$ cat config.mk
export PLATFORM = sky130hd
export DESIGN_NAME = pow_seq_ctrl
export DESIGN_NICKNAME = d
export VERILOG_FILES = /design/src/rtl/pow_seq_ctrl.sv
export SDC_FILE = /design/constraint.sdc
export NUM_CORES = 2
export LEC_CHECK = 0
export ABC_AREA = 1
export BUFFER_PORTS_ARGS = -buffer_cell sky130_fd_sc_hd__buf_2
export CELL_PAD_IN_SITES_DETAIL_PLACEMENT = 1
export CELL_PAD_IN_SITES_GLOBAL_PLACEMENT = 1
export CORE_ASPECT_RATIO = 1.1
export CORE_MARGIN = 5
export CORE_UTILIZATION = 46
export CTS_BUF_LIST = sky130_fd_sc_hd__clkbuf_8 sky130_fd_sc_hd__clkbuf_16
export CTS_CLUSTER_DIAMETER = 30
export CTS_CLUSTER_SIZE = 10
export DETAILED_ROUTE_END_ITERATION = 12
export PLACE_DENSITY = 0.85
export SETUP_SLACK_MARGIN = 0.5
export SYNTH_ARGS = -nofsm -noshare
export SYNTH_HDL_FRONTEND = slang
export SYNTH_SLANG_ARGS = --single-unit
$ cat constraint.sdc
create_clock -name clk -period 7.5 [get_ports clk]
set_input_delay 1.125 -clock clk [delete_from_list [all_inputs] [get_ports clk]]
set_output_delay 1.125 -clock clk [all_outputs]
set_load 0.02 [all_outputs]
$ cat src/rtl/pow_seq_ctrl.sv
// Signed integer power sequencer: Y = A^N via sign-magnitude LSB-first square-and-multiply.
// Optional build macro POW_OVF_SAT_EN saturates y on overflow instead of wrapping.
module pow_seq_ctrl #(
  parameter int unsigned WIDTH = 32,
  parameter int unsigned EXP_W = 6
) (
  input  logic             clk,
  input  logic             rst_n,
  input  logic             start,
  input  logic [WIDTH-1:0] a,
  input  logic [EXP_W-1:0] n,
  output logic             busy,
  output logic             done,
  output logic [WIDTH-1:0] y,
  output logic             ovf
);

  typedef enum logic [2:0] {StIdle, StAbs, StLoop, StSign, StDone} state_e;

  localparam logic [WIDTH-1:0] One    = {{(WIDTH-1){1'b0}}, 1'b1};
  localparam logic [WIDTH-1:0] MinNeg = {1'b1, {(WIDTH-1){1'b0}}};
  localparam logic [WIDTH-1:0] MaxPos = {1'b0, {(WIDTH-1){1'b1}}};

  state_e state_q, state_d;

  logic [WIDTH-1:0]   a_q, a_d;
  logic [EXP_W-1:0]   n_q, n_d;
  logic [EXP_W-1:0]   e_q, e_d;
  logic [WIDTH-1:0]   acc_q, acc_d;
  logic [WIDTH-1:0]   base_q, base_d;
  logic               neg_q, neg_d;
  logic               ovf_run_q, ovf_run_d;
  logic [WIDTH-1:0]   y_q, y_d;
  logic               ovf_q, ovf_d;

  logic [2*WIDTH-1:0] acc_prod;
  logic [2*WIDTH-1:0] base_sq;
  logic [EXP_W-1:0]   e_shr;
  logic [WIDTH-1:0]   signed_acc;
  logic               sign_ovf;
  logic               ovf_final;

  assign acc_prod   = {{WIDTH{1'b0}}, acc_q} * {{WIDTH{1'b0}}, base_q};
  assign base_sq    = {{WIDTH{1'b0}}, base_q} * {{WIDTH{1'b0}}, base_q};
  assign e_shr      = e_q >> 1;
  assign signed_acc = neg_q ? (~acc_q + One) : acc_q;
  // A negative result may reach exactly -2^(WIDTH-1); a positive one may not.
  assign sign_ovf   = neg_q ? (acc_q > MinNeg) : (acc_q >= MinNeg);
  assign ovf_final  = ovf_run_q | sign_ovf;

  // State register
  always_ff @(posedge clk) begin
    if (!rst_n) begin
      state_q <= StIdle;
    end else begin
      state_q <= state_d;
    end
  end

  // Next-state logic
  always_comb begin
    state_d = state_q;
    case (state_q)
      StIdle:  if (start) state_d = StAbs;
      StAbs:   state_d = (n_q == '0) ? StSign : StLoop;
      StLoop:  if (e_shr == '0) state_d = StSign;
      StSign:  state_d = StDone;
      StDone:  state_d = StIdle;
      default: state_d = StIdle;
    endcase
  end

  // Output logic
  always_comb begin
    busy = 1'b0;
    done = 1'b0;
    case (state_q)
      StAbs, StLoop, StSign: busy = 1'b1;
      StDone:                done = 1'b1;
      default:               ;
    endcase
  end

  // Datapath next-state
  always_comb begin
    a_d       = a_q;
    n_d       = n_q;
    e_d       = e_q;
    acc_d     = acc_q;
    base_d    = base_q;
    neg_d     = neg_q;
    ovf_run_d = ovf_run_q;
    y_d       = y_q;
    ovf_d     = ovf_q;
    case (state_q)
      StIdle: begin
        if (start) begin
          a_d       = a;
          n_d       = n;
          neg_d     = a[WIDTH-1] & n[0];
          ovf_run_d = 1'b0;
        end
      end
      StAbs: begin
        base_d = a_q[WIDTH-1] ? (~a_q + One) : a_q;
        acc_d  = One;
        e_d    = n_q;
      end
      StLoop: begin
        if (e_q[0]) begin
          acc_d = acc_prod[WIDTH-1:0];
          if (|acc_prod[2*WIDTH-1:WIDTH]) ovf_run_d = 1'b1;
        end
        // A wrapped square only matters if a later multiply will consume it.
        if ((|base_sq[2*WIDTH-1:WIDTH]) && (|e_q[EXP_W-1:1])) ovf_run_d = 1'b1;
        base_d = base_sq[WIDTH-1:0];
        e_d    = e_shr;
      end
      StSign: begin
        ovf_d = ovf_final;
`ifdef POW_OVF_SAT_EN
        if (ovf_final) begin
          y_d = neg_q ? MinNeg : MaxPos;
        end else begin
          y_d = signed_acc;
        end
`else
        y_d = signed_acc;
`endif
      end
      default: ;
    endcase
  end

  // Datapath registers; y/ovf load on the SIGN->DONE edge so they are valid with done
  always_ff @(posedge clk) begin
    if (!rst_n) begin
      a_q       <= '0;
      n_q       <= '0;
      e_q       <= '0;
      acc_q     <= '0;
      base_q    <= '0;
      neg_q     <= 1'b0;
      ovf_run_q <= 1'b0;
      y_q       <= '0;
      ovf_q     <= 1'b0;
    end else begin
      a_q       <= a_d;
      n_q       <= n_d;
      e_q       <= e_d;
      acc_q     <= acc_d;
      base_q    <= base_d;
      neg_q     <= neg_d;
      ovf_run_q <= ovf_run_d;
      y_q       <= y_d;
      ovf_q     <= ovf_d;
    end
  end

  assign y   = y_q;
  assign ovf = ovf_q;

endmodule

# After elaboration in Yosys (flattened, before gate mapping)
# Cells that the tools add are included.
[word_totals]
reg_bits = 146
input_bits = 41
out_inout_bits = 35
wordCells = 61
[classes]
addsub = 2
multipliers = 2
order_cmp = 2
n_eq_ne = 9
mux = 18
bitwise = 4
n_reduce_logical = 14
[ops]
columns = ["cell", "n"]
rows = [
  ["multiplier 32 x 32 -> 64 bit", 2],
  ["one-hot mux 32 bit (2 select lines)", 2],
  ["2-to-1 mux 32 bit", 3],
  ["adder 32 x 1 -> 32 bit (second input constant)", 2],
  ["NOT 32 bit", 2],
  ["OR reduction 32 bit", 2],
  [">= comparator 32 bit (second input constant)", 1],
  ["> comparator 32 bit (second input constant)", 1],
  ["zero test 6 bit", 2],
  ["one-hot mux 3 bit (4 select lines)", 1],
  ["one-hot mux 6 bit (2 select lines)", 1],
  ["2-to-1 mux 1 bit", 8],
  ["== test 3 x 2 -> 1 bit (second input constant)", 2],
  ["2-to-1 mux 3 bit", 2],
  ["!= test 2 bit (second input constant)", 3],
  ["!= test 3 bit (second input constant)", 2],
  ["AND reduction 2 bit", 3],
  ["OR reduction 5 bit", 1],
  ["AND reduction 4 bit", 1],
  ["nonzero test 2 bit", 2],
  ["== test 3 x 1 -> 1 bit (second input constant)", 1],
  ["== test 3 bit (second input constant)", 1],
  ["zero test 3 bit", 1],
  ["OR reduction 3 bit", 1],
  ["4 further kinds", 4],
]

# Depth between registers and ports, before layout
[depth]
ltp_word = 6
depth_mapped = 43
ltp_nobuf = 41

# Worst setup path after synthesis
# Ideal clock, no wire load.
[synth_timing]
path_type = "flip-flop to flip-flop"
from = "register base_q[3]"
to = "register ovf_run_q"
setup_time_ns = 0.109
t_arrival_ns = 7.098
required_time_ns = 7.391
setup_slack_ns = 0.294
path_stages_with_launch = 36
path_buffers = 3
synth_period_minus_slack_ns = 7.206
path_cell_list = "dfxtp_1 clkbuf_1 clkbuf_1 buf_1 nand2_1 fa_1 fa_1 inv_1 fa_1 inv_1 fa_1 inv_1 fa_1 fa_1 fa_1 inv_1 fa_1 inv_1 ha_1 nand2_1 nor2_1 nand2_1 nor2_1 nand2_1 nand3_1 nand3_1 nand3_1 nand2_1 nor2_1 nand2_1 nor2_1 nand2_1 o21bai_1 nand3_1 nand2_1 inv_1"
[synth_between]
elab_chain_cells = 5
elab_cells_between_ends = 10
cone_classes = "mul: 2; eq/ne: 2; mux: 2; reduce/logical: 4"
[synth_lines]
columns = ["item", "line_no", "source"]
rows = [
  ["start, declared", "30", "logic [WIDTH-1:0] base_q, base_d;"],
  ["start signal, assigned", "152", "base_q <= base_d;"],
  ["multiplier 32 x 32 -> 64 bit", "44", "assign base_sq = {{WIDTH{1'b0}}, base_q} * {{WIDTH{1'b0}}, base_q};"],
  ["OR reduction 32 bit", "115", "if ((|base_sq[2*WIDTH-1:WIDTH]) && (|e_q[EXP_W-1:1])) ovf_run_d = 1'b1;"],
  ["logical AND 1 bit", "115", ""],
  ["!= test 3 bit (no source line) / 2-to-1 mux 1 bit (equally long branches)", "--", ""],
  ["AND reduction 4 bit (no source line) / one-hot mux 1 bit (2 select lines) (equally long branches)", "--", ""],
  ["end signal, assigned", "154", "ovf_run_q <= ovf_run_d;"],
  ["end, declared", "32", "logic ovf_run_q, ovf_run_d;"],
]
# Several ways; a longest one is shown, not always the timed one.
# A chain may end at the register's enable or synchronous reset.

# Worst setup path after layout
[layout_timing]
from = "register base_q[1]"
to = "register ovf_run_q"
# Same word-level chain as after synthesis.

==> qor.yml <==
status: "finished with violations"
violations: "max-capacitance violations, negative setup slack"
rr_endpoint: "ovf_run_q"
fin_cells: 12591
area.growth.synth_to_final_pct: 19.4
maxSlewViolCount: 0
ys_top_cells_by_area: "fa_1, inv_1, nand2_1"
ys_types: 51
cts_sinks: 146
total_power_w: 0.0221
cp_data_arrival_time_ns: 9.87
cts_inserted_buffers: 17
drc_errors: 0
nets: 12742
path_delay_family: "adder cells"
synth_flop_cell: "dfxtp_1"
ctsRootBufferMaster: "clkbuf_16"
post-synth-top-area-cell: "fa_1"
grt_overflow: 0
critPathMaxFanout: 11
crit_slowest_cell: "dfxtp_2"
grt_pass1_vias: 85018
io_pins: 76
fmax_ghz: 0.107
numPortBuffers: 75
antenna_found_initial: 37
r2r_setup_slack_ns: -1.82
die-area_um2: 168000
hold_path_class: "register to register"
clk_pin_slew_ns: 0.11
critPathKind: "register to register"
r2r-start: "base_q[1]"
relSlewSlack: 0.0101
grt_pass1_wl_um: 520000
path_buf_inv: 12
ant_nets: 0
ctsHtreeMaxLevel: 4
fill_cells: 19509
cts.path.max_buffers: 2
synth_nets: 12109
dpl_cell_area_um2: 82600
dp_cells: 12398
initialDrtViolationCount: 9987
finalClockSkew_ns: 0.0479
powerDensity_nw_per_um2: 251
stdcell_area_um2: 87900
place_congestion: 0.961
start_kind: "register"
rsz0062_at_grt: "true"
hold_end: "e_q[5]"
routedWlPerCell_um: 32.1
hpwl_um: 250000
cap_violations: 1
row_count: 154
peakVddDrop_mv: 0.383
worstMarginPinSlew_ns: 1.48
first_pass_iters: 12
min_from: "n_q[5]"
grt_max_degree: 78
cp_data_required_time_ns: 8.05
initial_core_util: 0.461
num_vias: 77323
r2r_cells: 39
holdPathStages: 2
fin_hold_ws_ns: 0.464
period_needed_ns: 9.32
syn-cell-area_um2: 73600
synthCells: 9824
cp-startpoint: "base_q[1]"
synth_warnings: 0
synth.avg_cell_area_um2: 7.49
coreArea_um2: 160000
preCtsSetupSlack_ns: -1.03
fin_crit_sh: 1.24
path_common_cell: "nand2_1"
synth-async-reset-ratio: 0
hold_viol_final: 0
track_usage: 0.415
setup_viol: 30
synth_seq_area_share: 0.0397
power.leakage_nw: 48.7
cts_tree: "done"
synth_edf_count: 0
insertion_delay_ns: 0.65
drive_above_1_share: 0.172
dieWidth_um: 391
crit_path_max_incr_delay_ns: 0.64
end_kind: "register"
synth_top_area_frac: 0.459
vias_per_cell: 6.14
timing.final.ws_setup_ns: -1.82
synth-seq-cells: 146
wirelength_um: 404000
dieHeight_um: 430
[state kept, by name (all words and copies together), names as in the netlist]
| name | count |
|---|---|
| ovf_run_q | 1 |
| y | 32 |
| ovf | 1 |
| neg_q | 1 |
| a_q | 32 |
| e_q | 6 |
| n_q | 6 |
| acc_q | 32 |
| state_q | 3 |
| base_q | 32 |
[cell usage in the layout, fill, tap and decap left out, types with 36 or more instances in the layout]
master and count:
o21ai_0 125, dfxtp_1 112, fa_1 1589, ha_4 56, xor2_1 61, nand2_4 48
buf_4 758, buf_12 134, inv_1 2912, buf_2 74, a21oi_1 208, buf_6 36
ha_1 494, fa_2 100, nor2_2 49, nand2_2 179, nor2_1 245, nand2_1 2551
inv_2 109, nand3_1 132
[stage by stage]
stage          setup TNS (ns)  utilization
3_3_place_gp           -0.929        0.517
4_1_cts                -0.218        0.535
2_1_floorplan               0            -
3_5_place_dp            -1.40        0.517
6_report               -21.28        0.550
5_1_grt                -19.98        0.550
[tightest hold or removal path: cells and delay by family (launching register included)]
family,cells,cell delay (ns)
AND/OR/NAND/NOR,1,0.06
AO/OA/AOI/OAI,1,0.06
flip-flops,1,0.31
[cell families (layout without fill, tap and decap cells)]
| kind of cell | after synthesis | count (layout) | share of synthesized area |
|---|---|---|---|
| xor+xnor | 94 | 94 | 0.0112 |
| flops | 146 | 146 | 0.0397 |
| compound gates | 508 | 508 | 0.0383 |
| simple gates | 3395 | 3395 | 0.181 |
| other cells | 0 | 16 | 0 |
| fa+ha+maj | 2244 | 2244 | 0.554 |
| buf+inv | 3437 | 4082 | 0.176 |
[where the power goes]
group	leakage (nW)	switching, W	internal (W)
logic	47.2	0.0123	0.00758
clock network	0.292	0.000615	0.000529
registers	1.21	0.000187	0.000882
[cells in the mapped netlist, types with 6 or more instances]
cell	n
inv_1	3023
nand2_1	2778
fa_1	1689
ha_1	555
nor2_1	318
a21oi_1	237
clkbuf_1	233
buf_1	164
nand3_1	151
o21ai_0	150
dfxtp_1	146
xor2_1	69
nor3_1	42
nand4_1	33
o21bai_1	32
xnor2_1	25
o211ai_1	23
a31oi_1	15
or2_2	15
nand3b_1	13
buf_2	11
o21ai_1	11
nor4_1	8
o221ai_1	8
and2_1	6
nor2_2	6
[timing repair]
item	4_1_cts	5_1_grt
buffers inserted	57	71
setup endpoints to repair	33	43
cloned	8	10
endpoints found under the hold margin	0	0
resized for setup	385	514
hold buffers	0	0
pin swaps	106	225
[layout make-up]
cell class,count,area [um2],share of cell area
antenna,16,40.0,0.000456
clock buffer,17,425,0.00484
clock inverter,14,179,0.00204
inverter,3026,11400,0.129
multi-input combinational,6241,60500,0.688
sequential,146,3030,0.0344
tap,2106,2640,0.0300
timing repair buffer,1025,9700,0.110
[worst max path at each step]
stage                      to  slack, ns  cells after the start
detailed placement  ovf_run_q      -1.03                     35
floorplan           ovf_run_q       0.50                     36
global placement    ovf_run_q      -0.93                     36
finish              ovf_run_q      -1.82                     39
CTS                 ovf_run_q      -0.22                     35
global route        ovf_run_q      -1.92                     34
[metal layers]
metal	vias up	part of all wire	wire [um]	GRT usage
met1	37596	0.30	123000	0.443
met2	7125	0.43	173000	0.667
met5	-	0.0019	750	0
li1	28913	-	-	-
met3	3651	0.14	57200	0.131
met4	38	0.12	50200	0.358
No activity file was read; power rests on OpenSTA's default activity.
